**src/rtl/fifo_frame_reader.sv**
```systemverilog
// Purpose: drains a first-word-fall-through FIFO into fixed-length frames on a registered valid/ready stream.
// Latency: one cycle from a FIFO head word to m_valid when the output register is free.
// Backpressure: m_ready=0 with m_valid=1 stops popping and holds data/index/sof/eof stable.
module fifo_frame_reader #(
    parameter int DSIZE     = 16,
    parameter int FRAME_LEN = 256,
    parameter int IDX_W     = $clog2(FRAME_LEN)
) (
    input  logic             clk,
    input  logic             rst_n,
    input  logic             enable,
    input  logic             flush,
    input  logic [DSIZE-1:0] fifo_rdata,
    input  logic             fifo_rempty,
    output logic             fifo_rinc,
    output logic [DSIZE-1:0] m_data,
    output logic             m_valid,
    input  logic             m_ready,
    output logic             m_sof,
    output logic             m_eof,
    output logic [IDX_W-1:0] m_index,
    output logic             busy,
    output logic [15:0]      frame_count,
    output logic [15:0]      stall_count
);

    typedef enum logic [1:0] {
        ST_IDLE  = 2'd0,
        ST_RUN   = 2'd1,
        ST_FLUSH = 2'd2
    } state_t;

    // One output beat: sample plus its framing side-band.
    typedef struct packed {
        logic [DSIZE-1:0] dat;
        logic [IDX_W-1:0] index;
        logic             sof;
        logic             eof;
    } beat_t;

    localparam logic [IDX_W-1:0] IDX_LAST = IDX_W'(FRAME_LEN - 1);

    state_t           state_q, state_d;
    logic [IDX_W-1:0] idx_q, idx_d;
    beat_t            beat_q, beat_d;
    logic             m_valid_q, m_valid_d;
    logic [15:0]      frame_count_q, frame_count_d;
    logic [15:0]      stall_count_q, stall_count_d;

    // A flush pulse seen while already purging is ignored.
    logic flush_req;
    // Output register can take a new word this cycle.
    logic out_free;
    // A sample is popped into the output register this cycle.
    logic pop_run;
    // Downstream takes the held beat this cycle.
    logic accept;

    assign flush_req = flush && (state_q != ST_FLUSH);
    assign out_free  = !m_valid_q || m_ready;
    assign pop_run   = (state_q == ST_RUN) && !flush_req && !fifo_rempty && out_free;
    assign accept    = m_valid_q && m_ready;

    // Next-state, sample index and FIFO pop; flush overrides everything else.
    always_comb begin
        state_d   = state_q;
        idx_d     = idx_q;
        fifo_rinc = 1'b0;
        case (state_q)
            ST_IDLE: begin
                if (enable) begin
                    state_d = ST_RUN;
                end
            end
            ST_RUN: begin
                fifo_rinc = pop_run;
                if (pop_run) begin
                    if (idx_q == IDX_LAST) begin
                        // Frame boundary: the only point where enable is honoured.
                        idx_d = '0;
                        if (!enable) begin
                            state_d = ST_IDLE;
                        end
                    end else begin
                        idx_d = idx_q + IDX_W'(1);
                    end
                end
            end
            ST_FLUSH: begin
                fifo_rinc = !fifo_rempty;
                if (fifo_rempty) begin
                    state_d = ST_IDLE;
                end
            end
            default: begin
                state_d = ST_IDLE;
            end
        endcase
        if (flush_req) begin
            state_d   = ST_FLUSH;
            idx_d     = '0;
            fifo_rinc = 1'b0;
        end
    end

    // Output register: load on pop, empty on accept without refill, drop on flush.
    always_comb begin
        beat_d    = beat_q;
        m_valid_d = m_valid_q;
        if (pop_run) begin
            beat_d.dat   = fifo_rdata;
            beat_d.index = idx_q;
            beat_d.sof   = (idx_q == '0);
            beat_d.eof   = (idx_q == IDX_LAST);
            m_valid_d    = 1'b1;
        end else if (accept) begin
            m_valid_d = 1'b0;
        end
        if (flush_req) begin
            m_valid_d = 1'b0;
        end
    end

    // Status counters: completed frames wrap, mid-frame starvation saturates.
    always_comb begin
        frame_count_d = frame_count_q;
        stall_count_d = stall_count_q;
        if (accept && beat_q.eof) begin
            frame_count_d = frame_count_q + 16'd1;
        end
        if ((state_q == ST_RUN) && (idx_q != '0) && fifo_rempty && (stall_count_q != 16'hFFFF)) begin
            stall_count_d = stall_count_q + 16'd1;
        end
    end

    // State and datapath registers.
    always_ff @(posedge clk or negedge rst_n) begin
        if (!rst_n) begin
            state_q       <= ST_IDLE;
            idx_q         <= '0;
            beat_q        <= '0;
            m_valid_q     <= 1'b0;
            frame_count_q <= 16'd0;
            stall_count_q <= 16'd0;
        end else begin
            state_q       <= state_d;
            idx_q         <= idx_d;
            beat_q        <= beat_d;
            m_valid_q     <= m_valid_d;
            frame_count_q <= frame_count_d;
            stall_count_q <= stall_count_d;
        end
    end

    assign m_data      = beat_q.dat;
    assign m_index     = beat_q.index;
    assign m_sof       = beat_q.sof;
    assign m_eof       = beat_q.eof;
    assign m_valid     = m_valid_q;
    assign busy        = (state_q != ST_IDLE) || m_valid_q;
    assign frame_count = frame_count_q;
    assign stall_count = stall_count_q;

endmodule

```
**config.mk**
```make
export PLATFORM = sky130hd
export DESIGN_NAME = fifo_frame_reader
export DESIGN_NICKNAME = d
export VERILOG_FILES = /design/src/rtl/fifo_frame_reader.sv
export SDC_FILE = /design/constraint.sdc
export NUM_CORES = 1
export LEC_CHECK = 0
export CORE_ASPECT_RATIO = 0.6
export CORE_MARGIN = 2
export CORE_UTILIZATION = 52
export DETAILED_ROUTE_END_ITERATION = 7
export PLACE_DENSITY = 0.95
export SLEW_MARGIN = 20
export SYNTH_ARGS = -nofsm -noshare
export SYNTH_HDL_FRONTEND = slang
export SYNTH_SLANG_ARGS = --single-unit
export TNS_END_PERCENT = 1
```
**constraint.sdc**
```tcl
create_clock -name clk -period 2.7 [get_ports clk]
set_input_delay 0.54 -clock clk [delete_from_list [all_inputs] [get_ports clk]]
set_output_delay 0.54 -clock clk [all_outputs]
set_load 0.02 [all_outputs]
```
# --- Word level (Yosys, flattened, before mapping) ---
# Index checks and enable logic that the tools add are counted.
classes:
  muxes: 16
  n_eq_ne: 10
  addsub: 3
  n_reduce_logical: 23
op_table:
  columns: ["op", "n"]
  rows:
  - ["16-bit by 1-bit adder with 16-bit output (second input constant)", 2]
  - ["8-bit 2-to-1 mux", 4]
  - ["16-bit != test (second input constant)", 1]
  - ["3-bit != test (second input constant)", 5]
  - ["2-bit 2-to-1 mux", 6]
  - ["1-bit logical AND", 9]
  - ["8-bit by 1-bit adder with 8-bit output (second input constant)", 1]
  - ["8-bit == test (second input constant)", 1]
  - ["8-bit zero test", 1]
  - ["8-bit nonzero test", 1]
  - ["2-bit one-hot mux with 3 select lines", 1]
  - ["2-bit nonzero test", 3]
  - ["5-bit AND reduction", 1]
  - ["1-bit 2-to-1 mux", 4]
  - ["1-bit zero test", 3]
  - ["3-bit nonzero test", 1]
  - ["2-bit by 1-bit == test with 1-bit output (second input constant)", 1]
  - ["2-bit == test (second input constant)", 1]
  - ["2-bit zero test", 1]
  - ["1-bit logical OR", 2]
  - ["2-bit != test (second input constant)", 1]
  - ["1-bit one-hot mux with 2 select lines", 1]
  - ["2-bit AND reduction", 1]
totals:
  reg_bits: 69
  out_inout_bits: 61
  word_cells: 61
  in_bits: 22

# --- Logic depth before layout (Yosys ltp) ---
logic_depth:
  ltp_word: 9
  depth_mapped: 9

# --- Worst setup path after synthesis ---
# OpenSTA, ideal clock, no wires.
synth_path:
  path_type: "register -> output"
  from: "register state_q[0]"
  to: "output fifo_rinc"
  t_required_ns: 2.160
  arrival_time_ns: 1.759
  path_stages_with_launch: 8
  n_path_buf: 2
  path_slack_ns: 0.401
  path_cell_list: "dfrtp_1 inv_1 ha_1 nand2b_1 nand4b_1 clkbuf_1 clkbuf_1 a21boi_0"
synth_via:
  elab_chain_cells: 8
synth_rtl:
  columns: ["element", "line", "text"]
  rows:
  - ["from (decl)", "43", "state_t state_q, state_d;"]
  - ["from (signal assigned)", "146", "state_q <= state_d;"]
  - ["2-bit != test", "59", "assign flush_req = flush && (state_q != ST_FLUSH);"]
  - ["1-bit logical AND", "59", null]
  - ["1-bit zero test", "61", "assign pop_run = (state_q == ST_RUN) && !flush_req && !fifo_rempty && out_free;"]
  - ["1-bit logical AND (3 in series)", "61", null]
  - ["1-bit one-hot mux with 2 select lines", "69", "case (state_q)"]
  - ["1-bit 2-to-1 mux *", "99", "if (flush_req) begin"]
  - ["to (decl)", "15", "output logic fifo_rinc,"]
# Every way passes the cells marked *; elsewhere a longest branch is shown, timed or not.

# --- Worst setup path after layout ---
# Ends and elaborated chain as after synthesis.

==> results_dict.tcl <==
set metrics [dict create \
    outcome "finished, final reports clean" \
    cts_root_buffer "clkbuf_8" \
    r2r_setup_slack_ps 560 \
    fillers 405 \
    finalSetupViolations 0 \
    hpwl_um 5260 \
    die_h_um 63.7 \
    start_util_pct 54.6 \
    ys.flop_type "dfrtp_1" \
    io_buffer_count 82 \
    clock_sinks 69 \
    slew_headroom_pct 57.1 \
    routabilityCongestion 0.940 \
    antennaDiodeCount 0 \
    vdd_drop_max_mv 0.608 \
    wl_per_cell_um 15.1 \
    rr_startpoint "idx_q[0]" \
    rsz0062_at_grt "false" \
    cap_violations 0 \
    fmax_mhz 420 \
    dieArea_um2 6590 \
    drtIter0Drc 113 \
    dpl.cell_count 470 \
    arrival_ps 1840 \
    h-tree-depth 3 \
    rr_worst_depth 7 \
    route.detailed.drc 0 \
    core-area_um2 5650 \
    die_x_um 103 \
    stdcell_count 486 \
    ant_nets 0 \
    hold_class "input port to async pin" \
    insertion_delay_ps 340 \
    required_ps 2160 \
    syn_avg_cell_area_um2 9.86 \
    whs_ps 221 \
    finalClockSkew_ps 7.05 \
    cts_tree "done" \
    netlist_area_um2 3090 \
    grt_pass1_wl_um 12200 \
    viasPerCell 5.23 \
    p_per_area_nw_per_um2 790 \
    yosys.cell_types.count 36 \
    synth-edff-count 0 \
    path_max_fanout 3 \
    slew_viol_final 0 \
    fin_crit_ps 2380 \
    cts_buffers 9 \
    cts_setup_buffers 0 \
    pin_count 83 \
    syn_nets 342 \
    totalWireLength_um 7360 \
    period_share_pct 88.1 \
    fin_tns_setup_ps 0 \
    startpoint_type "flip-flop" \
    num_vias 2543 \
    antenna_found_initial 0 \
    r2r_end "stall_count[11]" \
    ys_ff_latch 69 \
    grt_max_degree 43 \
    yosysWarnings 0 \
    dr.pass1.iters 4 \
    layout-drive-gt1-share_pct 6.90 \
    grtUsageTotal_pct 24.2 \
    design_area_um2 4260 \
    crit_type "flip-flop to output pin" \
    grt_pass1_vias 2537 \
    area_delta_synth_final_pct 38.1 \
    tightest_slew_ps 644 \
    critPathCaptureType "output pin" \
    hold_viol 0 \
    placed_area_um2 4020 \
    clk_path_buf_depth 2 \
    async_flop_share_pct 100 \
    rows 21 \
    synth_seq_area_share_pct 55.9 \
    grt_overflow 0 \
    p_leak_nw 2.00 \
    fin_nets 430 \
    path_clk_slew_ps 70 \
    synthCells 313 \
]
-- critical path: stages (launching register included) --
cell	delay, ps
dfrtp_1	410
inv_1	90
ha_1	180
nand2b_1	170
nand4b_1	130
a21boi_0	160
dlygate4sd2_1	360
-- kinds of logic (layout without fill, tap and decap cells) --
group	Yosys count	after routing	share of synthesized area (%)
AND/OR/NAND/NOR	163	163	24.4
flip-flops	69	69	55.9
XOR/XNOR	31	31	8.80
AO/OA/AOI/OAI	23	23	5.19
buffers and inverters	19	112	2.47
adder cells (fa/ha/maj)	7	7	2.84
multiplexers	1	1	0.365
-- worst max path at each step --
stage | start | to | slack (ps) | cells past startpoint
finish | state_q[0] | fifo_rinc | 320 | 6
detailed placement | m_ready | fifo_rinc | 80 | 5
global route | state_q[0] | fifo_rinc | 170 | 6
floorplan | state_q[0] | fifo_rinc | 400 | 7
CTS | state_q[0] | fifo_rinc | 290 | 6
global placement | m_ready | fifo_rinc | 60 | 5
-- final cells by class --
type                       count  area (µm²)  area share [%]
tap                           80         100            2.35
multi-input combinational    225        1290            30.3
clock inverter                 6         110            2.58
inverter                       9        33.8           0.792
clock buffer                  10         138            3.23
sequential                    69        1730            40.5
timing repair buffer          87         865            20.3
-- flip-flops by register name, summed over array words and instances (netlist names) --
name         cells
m_index          8
idx_q            8
stall_count     16
m_sof            1
frame_count     16
state_q          2
m_data          16
m_eof            1
m_valid          1
-- stage by stage --
stage | power [W] | util, % | setup WS (ps)
final | 0.00337 | 75.5 | 321
after global routing | 0.00354 | 75.5 | 166
after detailed placement | 0.00236 | 71.1 | 76.6
after CTS | 0.00339 | 75.5 | 286
after global placement | 0.00232 | 71.1 | 56.5
after floorplan | 0.00186 | - | 401
-- layer usage --
| layer | up-vias | wire (µm) | track usage (%) |
|---|---|---|---|
| li1 | 1218 | - | - |
| met1 | 1222 | 3390 | 34.0 |
| met2 | 91 | 3310 | 35.2 |
| met3 | 12 | 553 | 8.21 |
| met4 | 0 | 104 | 8.22 |
| met5 | - | 0 | 0 |
-- layout by cell type, fill, tap and decap left out, types with 2 or more instances in the layout --
master           instances
nand2_1                 95
and3_1                  11
buf_4                    4
xnor2_1                 20
inv_1                    9
dfrtp_1                 69
bufinv_16                3
nand3_1                 16
clkinvlp_4               2
nor2_1                  10
nor3_1                   7
nand4_1                  5
ha_1                     7
o31ai_1                  3
a21oi_1                  5
clkdlybuf4s50_1         80
nor4_1                   3
o21ai_0                  6
a31oi_1                  3
nand2b_1                 4
nor4b_1                  2
clkbuf_8                10
xor2_1                  11
nor2b_1                  2
-- where the power goes --
part | switching (W) | total, W | internal (W)
Clock | 0.000390 | 0.00103 | 0.000637
Sequential | 0.000133 | 0.00134 | 0.00121
Combinational | 0.000543 | 0.000997 | 0.000454
-- cell usage after synthesis (4+ instances only) --
cell type / number / share of area, %
clkbuf_1: 6 / 0.73
nor2_1: 10 / 1.2
dfrtp_1: 69 / 56
nor3_1: 7 / 1.1
inv_1: 9 / 1.1
xnor2_1: 20 / 5.7
o21ai_0: 6 / 0.97
nand2_1: 95 / 12
nand3_1: 16 / 2.6
nand2b_1: 4 / 0.81
xor2_1: 11 / 3.1
nand4_1: 5 / 1.0
and3_1: 11 / 2.2
a21oi_1: 5 / 0.81
ha_1: 7 / 2.8
-- timing repair --
| item | CTS | global route |
|---|---|---|
| resized for setup | 1 | 0 |
| hold buffers | 0 | 0 |
| endpoints found under the setup margin | 1 | 0 |
(Power assumes the default switching activity.)
